--- config.mk ---
export PLATFORM = sky130hd
export DESIGN_NAME = fa_bist_ctrl
export DESIGN_NICKNAME = d
export VERILOG_FILES = /design/src/rtl/fa_bist_pkg.sv /design/src/rtl/full_adder.sv /design/src/rtl/fa_bist_ctrl.sv
export SDC_FILE = /design/constraint.sdc
export NUM_CORES = 1
export LEC_CHECK = 0
export CAP_MARGIN = 20
export CORE_UTILIZATION = 52
export DETAILED_ROUTE_END_ITERATION = 7
export PLACE_DENSITY = 0.78
export SETUP_SLACK_MARGIN = 0.02
export SLEW_MARGIN = 10
export SYNTH_ARGS = -nofsm -noshare
export SYNTH_HDL_FRONTEND = slang
export SYNTH_HIERARCHICAL = 1
export SYNTH_SLANG_ARGS = --single-unit
--- constraint.sdc ---
create_clock -name clk -period 2.36 [get_ports clk]
set_input_delay 0.236 -clock clk [delete_from_list [all_inputs] [get_ports clk]]
set_output_delay 0.236 -clock clk [all_outputs]
set_load 0.05 [all_outputs]
--- src/rtl/fa_bist_pkg.sv ---
// ---------------------------------------------------------------------------
// fa_bist_pkg
// Shared types and constants for the full-adder BIST controller.
//   state_e        : controller FSM states
//   NUM_VECTORS    : number of exhaustive input combinations of a full adder
//   VEC_W          : width of a vector index {a,b,cin}
//   ERR_W          : width of the mismatch counter (holds 0..NUM_VECTORS)
//   SETTLE_CNT_W   : width of the settle down-counter (SETTLE_CYCLES 0..15)
// ---------------------------------------------------------------------------
package fa_bist_pkg;

    localparam int NUM_VECTORS  = 8;
    localparam int VEC_W        = 3;
    localparam int ERR_W        = 4;
    localparam int SETTLE_CNT_W = 4;

    typedef enum logic [2:0] {
        IDLE   = 3'd0,
        DRIVE  = 3'd1,
        SETTLE = 3'd2,
        CHECK  = 3'd3,
        DONE   = 3'd4
    } state_e;

    // True when idx addresses the final vector of a sweep.
    function automatic logic is_last_vec(input logic [VEC_W-1:0] idx);
        return idx == VEC_W'(NUM_VECTORS - 1);
    endfunction

endpackage

--- src/rtl/full_adder.sv ---
// ---------------------------------------------------------------------------
// full_adder
// Single-bit combinational full adder; used by the BIST controller as the
// golden reference for the external adder under test.
//   a, b, cin  : operand bits and carry in
//   sum        : a ^ b ^ cin
//   carry_out  : majority(a, b, cin)
// ---------------------------------------------------------------------------
module full_adder (
    input  logic a,
    input  logic b,
    input  logic cin,
    output logic sum,
    output logic carry_out
);

    assign sum       = a ^ b ^ cin;
    assign carry_out = (a & b) | (a & cin) | (b & cin);

endmodule

--- src/rtl/fa_bist_ctrl.sv ---
// ---------------------------------------------------------------------------
// fa_bist_ctrl
// Exhaustive built-in self test for an external single-bit full adder.
// On an accepted start the controller walks the eight input vectors
// {a,b,cin} = 0..7. Each vector is driven for one cycle, allowed to settle
// for SETTLE_CYCLES cycles, then the adder's response is compared against a
// golden full_adder instance. Mismatches are counted and the first failing
// vector index is captured.
//
// Parameters
//   SETTLE_CYCLES  : idle cycles between driving and sampling (0..15)
// Ports
//   clk            : clock, all state on the rising edge
//   reset          : synchronous active-high reset
//   start          : one-cycle sweep request (honoured in IDLE/DONE only)
//   dut_sum        : sum response from the adder under test
//   dut_carry_out  : carry response from the adder under test
//   dut_a/b/cin    : registered stimulus to the adder under test
//   busy           : sweep in progress
//   done           : sweep finished (level, until next start or reset)
//   pass           : no mismatches in the finished sweep (valid with done)
//   err_count      : mismatching vectors in the current sweep
//   fail_valid     : at least one mismatch recorded in the current sweep
//   first_fail_vec : index of the first mismatching vector
// ---------------------------------------------------------------------------
module fa_bist_ctrl
    import fa_bist_pkg::*;
#(
    parameter int SETTLE_CYCLES = 2
) (
    input  logic             clk,
    input  logic             reset,
    input  logic             start,
    input  logic             dut_sum,
    input  logic             dut_carry_out,
    output logic             dut_a,
    output logic             dut_b,
    output logic             dut_cin,
    output logic             busy,
    output logic             done,
    output logic             pass,
    output logic [ERR_W-1:0] err_count,
    output logic             fail_valid,
    output logic [VEC_W-1:0] first_fail_vec
);

    // The counter is loaded in DRIVE and SETTLE exits when it reads zero,
    // so loading SETTLE_CYCLES-1 yields exactly SETTLE_CYCLES settle cycles.
    localparam logic [SETTLE_CNT_W-1:0] SETTLE_LOAD =
        (SETTLE_CYCLES > 0) ? SETTLE_CNT_W'(SETTLE_CYCLES - 1) : '0;

    state_e                  state_q, state_d;
    logic [VEC_W-1:0]        vec_idx_q, vec_idx_d;
    logic [VEC_W-1:0]        stim_q, stim_d;
    logic [SETTLE_CNT_W-1:0] settle_cnt_q, settle_cnt_d;
    logic [ERR_W-1:0]        err_count_q, err_count_d;
    logic                    fail_valid_q, fail_valid_d;
    logic [VEC_W-1:0]        first_fail_q, first_fail_d;
    logic                    pass_q, pass_d;

    logic                    start_accept;
    logic                    gold_sum;
    logic                    gold_carry;
    logic                    mismatch;

    // Golden reference is fed from vec_idx, which equals the registered
    // stimulus throughout CHECK, so both adders see the same operands.
    full_adder u_golden (
        .a         (vec_idx_q[2]),
        .b         (vec_idx_q[1]),
        .cin       (vec_idx_q[0]),
        .sum       (gold_sum),
        .carry_out (gold_carry)
    );

    assign start_accept = start && ((state_q == IDLE) || (state_q == DONE));
    assign mismatch     = (dut_sum != gold_sum) || (dut_carry_out != gold_carry);

    // -----------------------------------------------------------------------
    // State register
    // -----------------------------------------------------------------------
    always_ff @(posedge clk) begin
        if (reset) begin
            state_q <= IDLE;
        end else begin
            state_q <= state_d;
        end
    end

    // -----------------------------------------------------------------------
    // Next-state logic
    // -----------------------------------------------------------------------
    always_comb begin
        state_d = state_q;
        unique case (state_q)
            IDLE, DONE: begin
                if (start) begin
                    state_d = DRIVE;
                end
            end
            DRIVE: begin
                state_d = (SETTLE_CYCLES == 0) ? CHECK : SETTLE;
            end
            SETTLE: begin
                if (settle_cnt_q == '0) begin
                    state_d = CHECK;
                end
            end
            CHECK: begin
                state_d = is_last_vec(vec_idx_q) ? DONE : DRIVE;
            end
            default: begin
                state_d = IDLE;
            end
        endcase
    end

    // -----------------------------------------------------------------------
    // Datapath next-state: stimulus, settle counter, result bookkeeping
    // -----------------------------------------------------------------------
    always_comb begin
        vec_idx_d    = vec_idx_q;
        stim_d       = stim_q;
        settle_cnt_d = settle_cnt_q;
        err_count_d  = err_count_q;
        fail_valid_d = fail_valid_q;
        first_fail_d = first_fail_q;
        pass_d       = pass_q;

        unique case (state_q)
            IDLE, DONE: begin
                // Stimulus is deliberately left alone so the adder keeps its
                // last operands while the controller is parked.
                if (start_accept) begin
                    vec_idx_d    = '0;
                    err_count_d  = '0;
                    fail_valid_d = 1'b0;
                    first_fail_d = '0;
                    pass_d       = 1'b0;
                end
            end
            DRIVE: begin
                stim_d       = vec_idx_q;
                settle_cnt_d = SETTLE_LOAD;
            end
            SETTLE: begin
                if (settle_cnt_q != '0) begin
                    settle_cnt_d = settle_cnt_q - SETTLE_CNT_W'(1);
                end
            end
            CHECK: begin
                // Eight vectors fit in ERR_W bits, so no saturation needed.
                if (mismatch) begin
                    err_count_d = err_count_q + ERR_W'(1);
                    if (!fail_valid_q) begin
                        fail_valid_d = 1'b1;
                        first_fail_d = vec_idx_q;
                    end
                end
                if (is_last_vec(vec_idx_q)) begin
                    // Verdict includes the result of this final vector.
                    pass_d = (err_count_d == '0);
                end else begin
                    vec_idx_d = vec_idx_q + VEC_W'(1);
                end
            end
            default: begin
            end
        endcase
    end

    always_ff @(posedge clk) begin
        if (reset) begin
            vec_idx_q    <= '0;
            stim_q       <= '0;
            settle_cnt_q <= '0;
            err_count_q  <= '0;
            fail_valid_q <= 1'b0;
            first_fail_q <= '0;
            pass_q       <= 1'b0;
        end else begin
            vec_idx_q    <= vec_idx_d;
            stim_q       <= stim_d;
            settle_cnt_q <= settle_cnt_d;
            err_count_q  <= err_count_d;
            fail_valid_q <= fail_valid_d;
            first_fail_q <= first_fail_d;
            pass_q       <= pass_d;
        end
    end

    // -----------------------------------------------------------------------
    // Output logic
    // -----------------------------------------------------------------------
    always_comb begin
        busy = (state_q == DRIVE) || (state_q == SETTLE) || (state_q == CHECK);
        done = (state_q == DONE);
    end

    assign dut_a          = stim_q[2];
    assign dut_b          = stim_q[1];
    assign dut_cin        = stim_q[0];
    assign pass           = pass_q;
    assign err_count      = err_count_q;
    assign fail_valid     = fail_valid_q;
    assign first_fail_vec = first_fail_q;

endmodule

Word level (Yosys, flattened, before mapping)
Cells that the tools add are included.
{ "totals": {"regBits": 22} }
{ "op_classes": {"n_addsub": 3, "eq_ne": 15, "n_mux": 21, "bitwise_logic": 7, "n_reduce_logical": 19} }
{ "op_table": {"columns": ["op", "n"], "rows": [
  ["$mux W3", 7],
  ["$mux W4", 4],
  ["$ne A2 B2 Y1 const B", 8],
  ["$pmux W4 S2", 2],
  ["$pmux W3 S2", 2],
  ["$pmux W3 S4", 1],
  ["$reduce_and A3 Y1", 3],
  ["$logic_not A4 Y1", 2],
  ["$eq A3 B2 Y1 const B", 2],
  ["$eq A3 B3 Y1 const B", 2],
  ["$reduce_and A2 Y1", 3],
  ["$add A4 B1 Y4 const B", 1],
  ["$logic_or A1 B1 Y1", 4],
  ["$pmux W1 S2", 2],
  ["$reduce_and A4 Y1", 1],
  ["$reduce_bool A2 Y1", 2],
  ["$reduce_bool A4 Y1", 1],
  ["$sub A4 B1 Y4 const B", 1],
  ["$add A3 B1 Y3 const B", 1],
  ["$and A1 B1 Y1", 3],
  ["$eq A3 B1 Y1 const B", 1],
  ["$logic_not A3 Y1", 1],
  ["$mux W1", 3],
  ["$ne A1 B1 Y1", 2],
  ["other kinds (4)", 6]
]} }

Longest topological paths before layout
{ "depth": {"depth_word": 10, "ltp_mapped": 6} }

Hierarchy
Netlist, hierarchy kept.
{ "by_module_without_submodules": {"columns": ["module", "instances", "cells_each", "area_each_um2"], "rows": [
  ["fa_bist_ctrl", 1, 127, 1167.4],
  ["full_adder", 1, 1, 20.0]
]} }

Worst setup path after synthesis
Ideal clock, no wire load.
{ "synth_path": {"kind": "register to register", "startpoint": "register vec_idx_q[2]", "endpoint": "register pass_q (netlist: pass)", "t_arrival_ps": 1666, "slack_ps": 571, "stages_incl_launch_ff": 6, "path_buffers": 0, "cell_sequence": "dfxtp_1 > fa_1 > xor2_1 > o21ai_0 > a211oi_1 > o41ai_2"} }
{ "synth_rtl": {"columns": ["item", "line_no", "source"], "rows": [
  ["from (decl)", "fa_bist_ctrl.sv:53", "logic [VEC_W-1:0] vec_idx_q, vec_idx_d;"],
  ["from (signal assigned)", "fa_bist_ctrl.sv:182", "vec_idx_q <= vec_idx_d;"],
  ["$xor A1 B1 Y1 (2 in a row)", "full_adder.sv:17", "assign sum = a ^ b ^ cin;"],
  ["via gold_sum", "fa_bist_ctrl.sv:62", "logic gold_sum;"],
  ["$ne A1 B1 Y1", "fa_bist_ctrl.sv:77", "assign mismatch = (dut_sum != gold_sum) || (dut_carry_out != gold_carry);"],
  ["$logic_or A1 B1 Y1", "fa_bist_ctrl.sv:77", null],
  ["$mux W4", "fa_bist_ctrl.sv:153", "if (mismatch) begin"],
  ["$mux W4", "fa_bist_ctrl.sv:130", "unique case (state_q)"],
  ["$logic_not A4 Y1", "fa_bist_ctrl.sv:162", "pass_d = (err_count_d == '0);"],
  ["$mux W1", "fa_bist_ctrl.sv:160", "if (is_last_vec(vec_idx_q)) begin"],
  ["$pmux W1 S2", "fa_bist_ctrl.sv:130", null],
  ["to (signal assigned)", "fa_bist_ctrl.sv:188", "pass_q <= pass_d;"],
  ["to (decl)", "fa_bist_ctrl.sv:59", "logic pass_q, pass_d;"]
]} }
The timed path passes the listed nets, and every way through them passes these cells. The select of a mux whose other input is x is not followed.
A chain may end at the register's enable or synchronous reset.

Final worst setup path
{ "layout_path": {"startpoint": "register state_q[0]", "endpoint": "output port done"} }
{ "layout_between": {"elab_chain_cells": 1} }
{ "layout_lines": {"columns": ["item", "line_no", "source"], "rows": [
  ["from (decl)", "fa_bist_ctrl.sv:52", "state_e state_q, state_d;"],
  ["from (signal assigned)", "fa_bist_ctrl.sv:86", "state_q <= state_d;"],
  ["$eq A3 B3 Y1", "fa_bist_ctrl.sv:197", "done = (state_q == DONE);"],
  ["to (decl)", "fa_bist_ctrl.sv:40", "output logic done,"]
]} }
Every way passes these cells.

==> impl_metrics.env <==
export IMPL_fin_crit_sh_pct=92.82
export IMPL_avgSynthCellArea_sq_um=9.276
export IMPL_hold_ws_ns=0.4883
export IMPL_io_pins=19
export IMPL_fp_dieArea_sq_mm=0.002479
export IMPL_power_leakage_nw=0.5592
export IMPL_fin_crit_ns=2.191
export IMPL_peakVddDrop_uv=526.1
export IMPL_cts_sinks=22
export IMPL_grt_pass1_vias=950
export IMPL_synth_area_leader_cell="dfxtp_1"
export IMPL_final_cells=173
export IMPL_synthTopCellsByArea="dfxtp_1, a21oi_1, ha_1"
export IMPL_syn_to_final_growth_pct=20.76
export IMPL_cap_violations=0
export IMPL_port_buffers=18
export IMPL_power_density_mw_per_mm2=806.3
export IMPL_met1_usage_pct=29.25
export IMPL_dp_hpwl_mm=1.916
export IMPL_cp_required_ns=2.12
export IMPL_chipHeight_um=49.79
export IMPL_insertion_delay_ns=0.32
export IMPL_post_cts_resized=0
export IMPL_cts_hold_buf=0
export IMPL_finalSetupViolCount=0
export IMPL_synth_most_common_cell="dfxtp_1"
export IMPL_hp_class="flop to flop"
export IMPL_rsz0062_at_grt="false"
export IMPL_cpPeakStageDelay_ns=0.80
export IMPL_synth_top_cell_area_share_pct=37.09
export IMPL_cts_tree="done"
export IMPL_htree_levels=1
export IMPL_yosysUniqueCellTypes=40
export IMPL_layout_drive_gt1_share_pct=9.589
export IMPL_syn_num_nets=138
export IMPL_antenna_left=0
export IMPL_start_kind="flop"
export IMPL_clk_pin_slew_ns=0.12
export IMPL_syn_area_sq_mm=0.001187
export IMPL_drcViolationCount=0
export IMPL_grt_overflow_total=0
export IMPL_setup_tns_ns=0
export IMPL_routed_wl_mm=2.552
export IMPL_vias_per_cell=5.925
export IMPL_worst_clock_skew_ns=0.001343
export IMPL_ys_warnings_count=6
export IMPL_crit_chain="nor2_1 -> and2_1 -> clkdlybuf4s50_1"
export IMPL_grt_max_degree=15
export IMPL_dp_cells=169
export IMPL_global_route_usage_total_pct=22.88
export IMPL_drv_slew=0
export IMPL_antenna_found_initial=0
export IMPL_first_iter_violations=32
export IMPL_first_pass_iters=4
export IMPL_max_slew_margin_rel_pct=62.67
export IMPL_ys_seq_elements=22
export IMPL_dieWidth_um=49.79
export IMPL_use_met2_pct=36.04
export IMPL_ys_flop_type="dfxtp_1"
export IMPL_synth_common_cells="dfxtp_1, nor2_1, a21oi_1, nor3_1, nand2_1"
export IMPL_gp_congestion=0.8924
export IMPL_status="finished clean"
export IMPL_nets=157
export IMPL_finalHoldViolations=0
export IMPL_root_buffer="clkbuf_4"
export IMPL_cts_buffers_inserted=3
export IMPL_busiest_layer="met2"
export IMPL_num_rows=16
export IMPL_antenna_cells=0
export IMPL_slowest_stage="clkdlybuf4s50_1"
export IMPL_critPathArrivalTime_ns=1.95
export IMPL_critPathKind="flop to output port"
export IMPL_synth_cells=128
export IMPL_synth_edff_count=0
export IMPL_vias=1025
export IMPL_cp_end_kind="output port"
export IMPL_grt_pass1_wl_mm=4.278
export IMPL_start_util_pct=57.58
export IMPL_yosysSeqAreaShare_pct=37.09
export IMPL_wl_per_cell_um=14.75
export IMPL_synthArstFlopShare_pct=0
export IMPL_cts_setup_buffers=0
export IMPL_critPathMaxFanout=8
export IMPL_fmax_mhz=456.5
export IMPL_grt_use_met3_pct=6.481
export IMPL_tightest_slew_ns=0.5575
export IMPL_clockBufferDepth=2
export IMPL_core_area_sq_mm=0.002062
==> metal layers <==
layer | part of all wire, % | vias to the layer above
met5 | 0 | -
met4 | 1.5 | 0
met3 | 6.0 | 5
met2 | 48 | 41
met1 | 45 | 475
li1 | - | 504
==> registers in the layout (all words and copies together) (netlist names) <==
name,cells
stim_q,3
pass,1
fail_valid,1
err_count,4
vec_idx_q,3
settle_cnt_q,4
state_q,3
first_fail_vec,3
==> cells in the final DEF, fill, tap and decap left out, drive strengths merged, types with 5 or more instances in the layout <==
master | Yosys | final
a21oi | 10 | 10
nor3 | 8 | 8
inv | 5 | 5
a211oi | 6 | 6
o21ai | 5 | 5
dfxtp | 22 | 22
nor2 | 12 | 12
nand2 | 7 | 7
clkdlybuf4s50 | 0 | 17
==> path summary, 6_finish.rpt <==
kind,start,to,slack [ns],cells after the start
setup / recovery,state_q[0],done,0.17,3
hold / removal,first_fail_vec[2],first_fail_vec[2],0.49,2
setup reg to reg,vec_idx_q[2],pass,0.30,5
hold reg to reg,first_fail_vec[2],first_fail_vec[2],0.49,2
==> metrics by stage <==
step	setup WS, ns	instance area [sq um]	total power, mW	util [%]
global placement	0.3880	1379	0.8529	66.87
finish	0.1694	1434	1.156	69.54
global route	0.06597	1434	1.222	69.54
CTS	0.1139	1431	1.161	69.42
detailed placement	0.3441	1379	0.8709	66.87
floorplan	0.5714	1187	0.7883	-
==> power by group <==
group / internal (mW) / switching, mW / total, mW
registers: 0.406 / 0.0657 / 0.472
logic: 0.147 / 0.243 / 0.390
clock network: 0.172 / 0.123 / 0.295
==> final cells by class <==
type	instances	area, sq um
Clock buffer	3	22.52
Clock inverter	1	30.03
Fill cell	164	628.1
Inverter	5	18.77
Multi-Input combinational cell	96	698.2
Sequential cell	22	440.4
Tap cell	27	33.78
Timing Repair Buffer	19	190.2
==> cells by family (layout without fill, tap and decap cells) <==
family	after synthesis	count (layout)	synth area share [%]
compound gates	35	35	20.97
fa+ha+maj	5	5	5.901
mux	3	3	2.529
xor+xnor	8	8	7.165
buf+inv	10	28	4.110
flops	22	22	37.09
simple gates	45	45	22.24
==> critical path: cells and delay by family, from the launching register on <==
kind,cells,cell delay [ns]
DFF,1,0.45
buffers and inverters,1,0.80
and+or+nand+nor,2,0.38
Note: power is estimated with default switching activity, not from simulation.
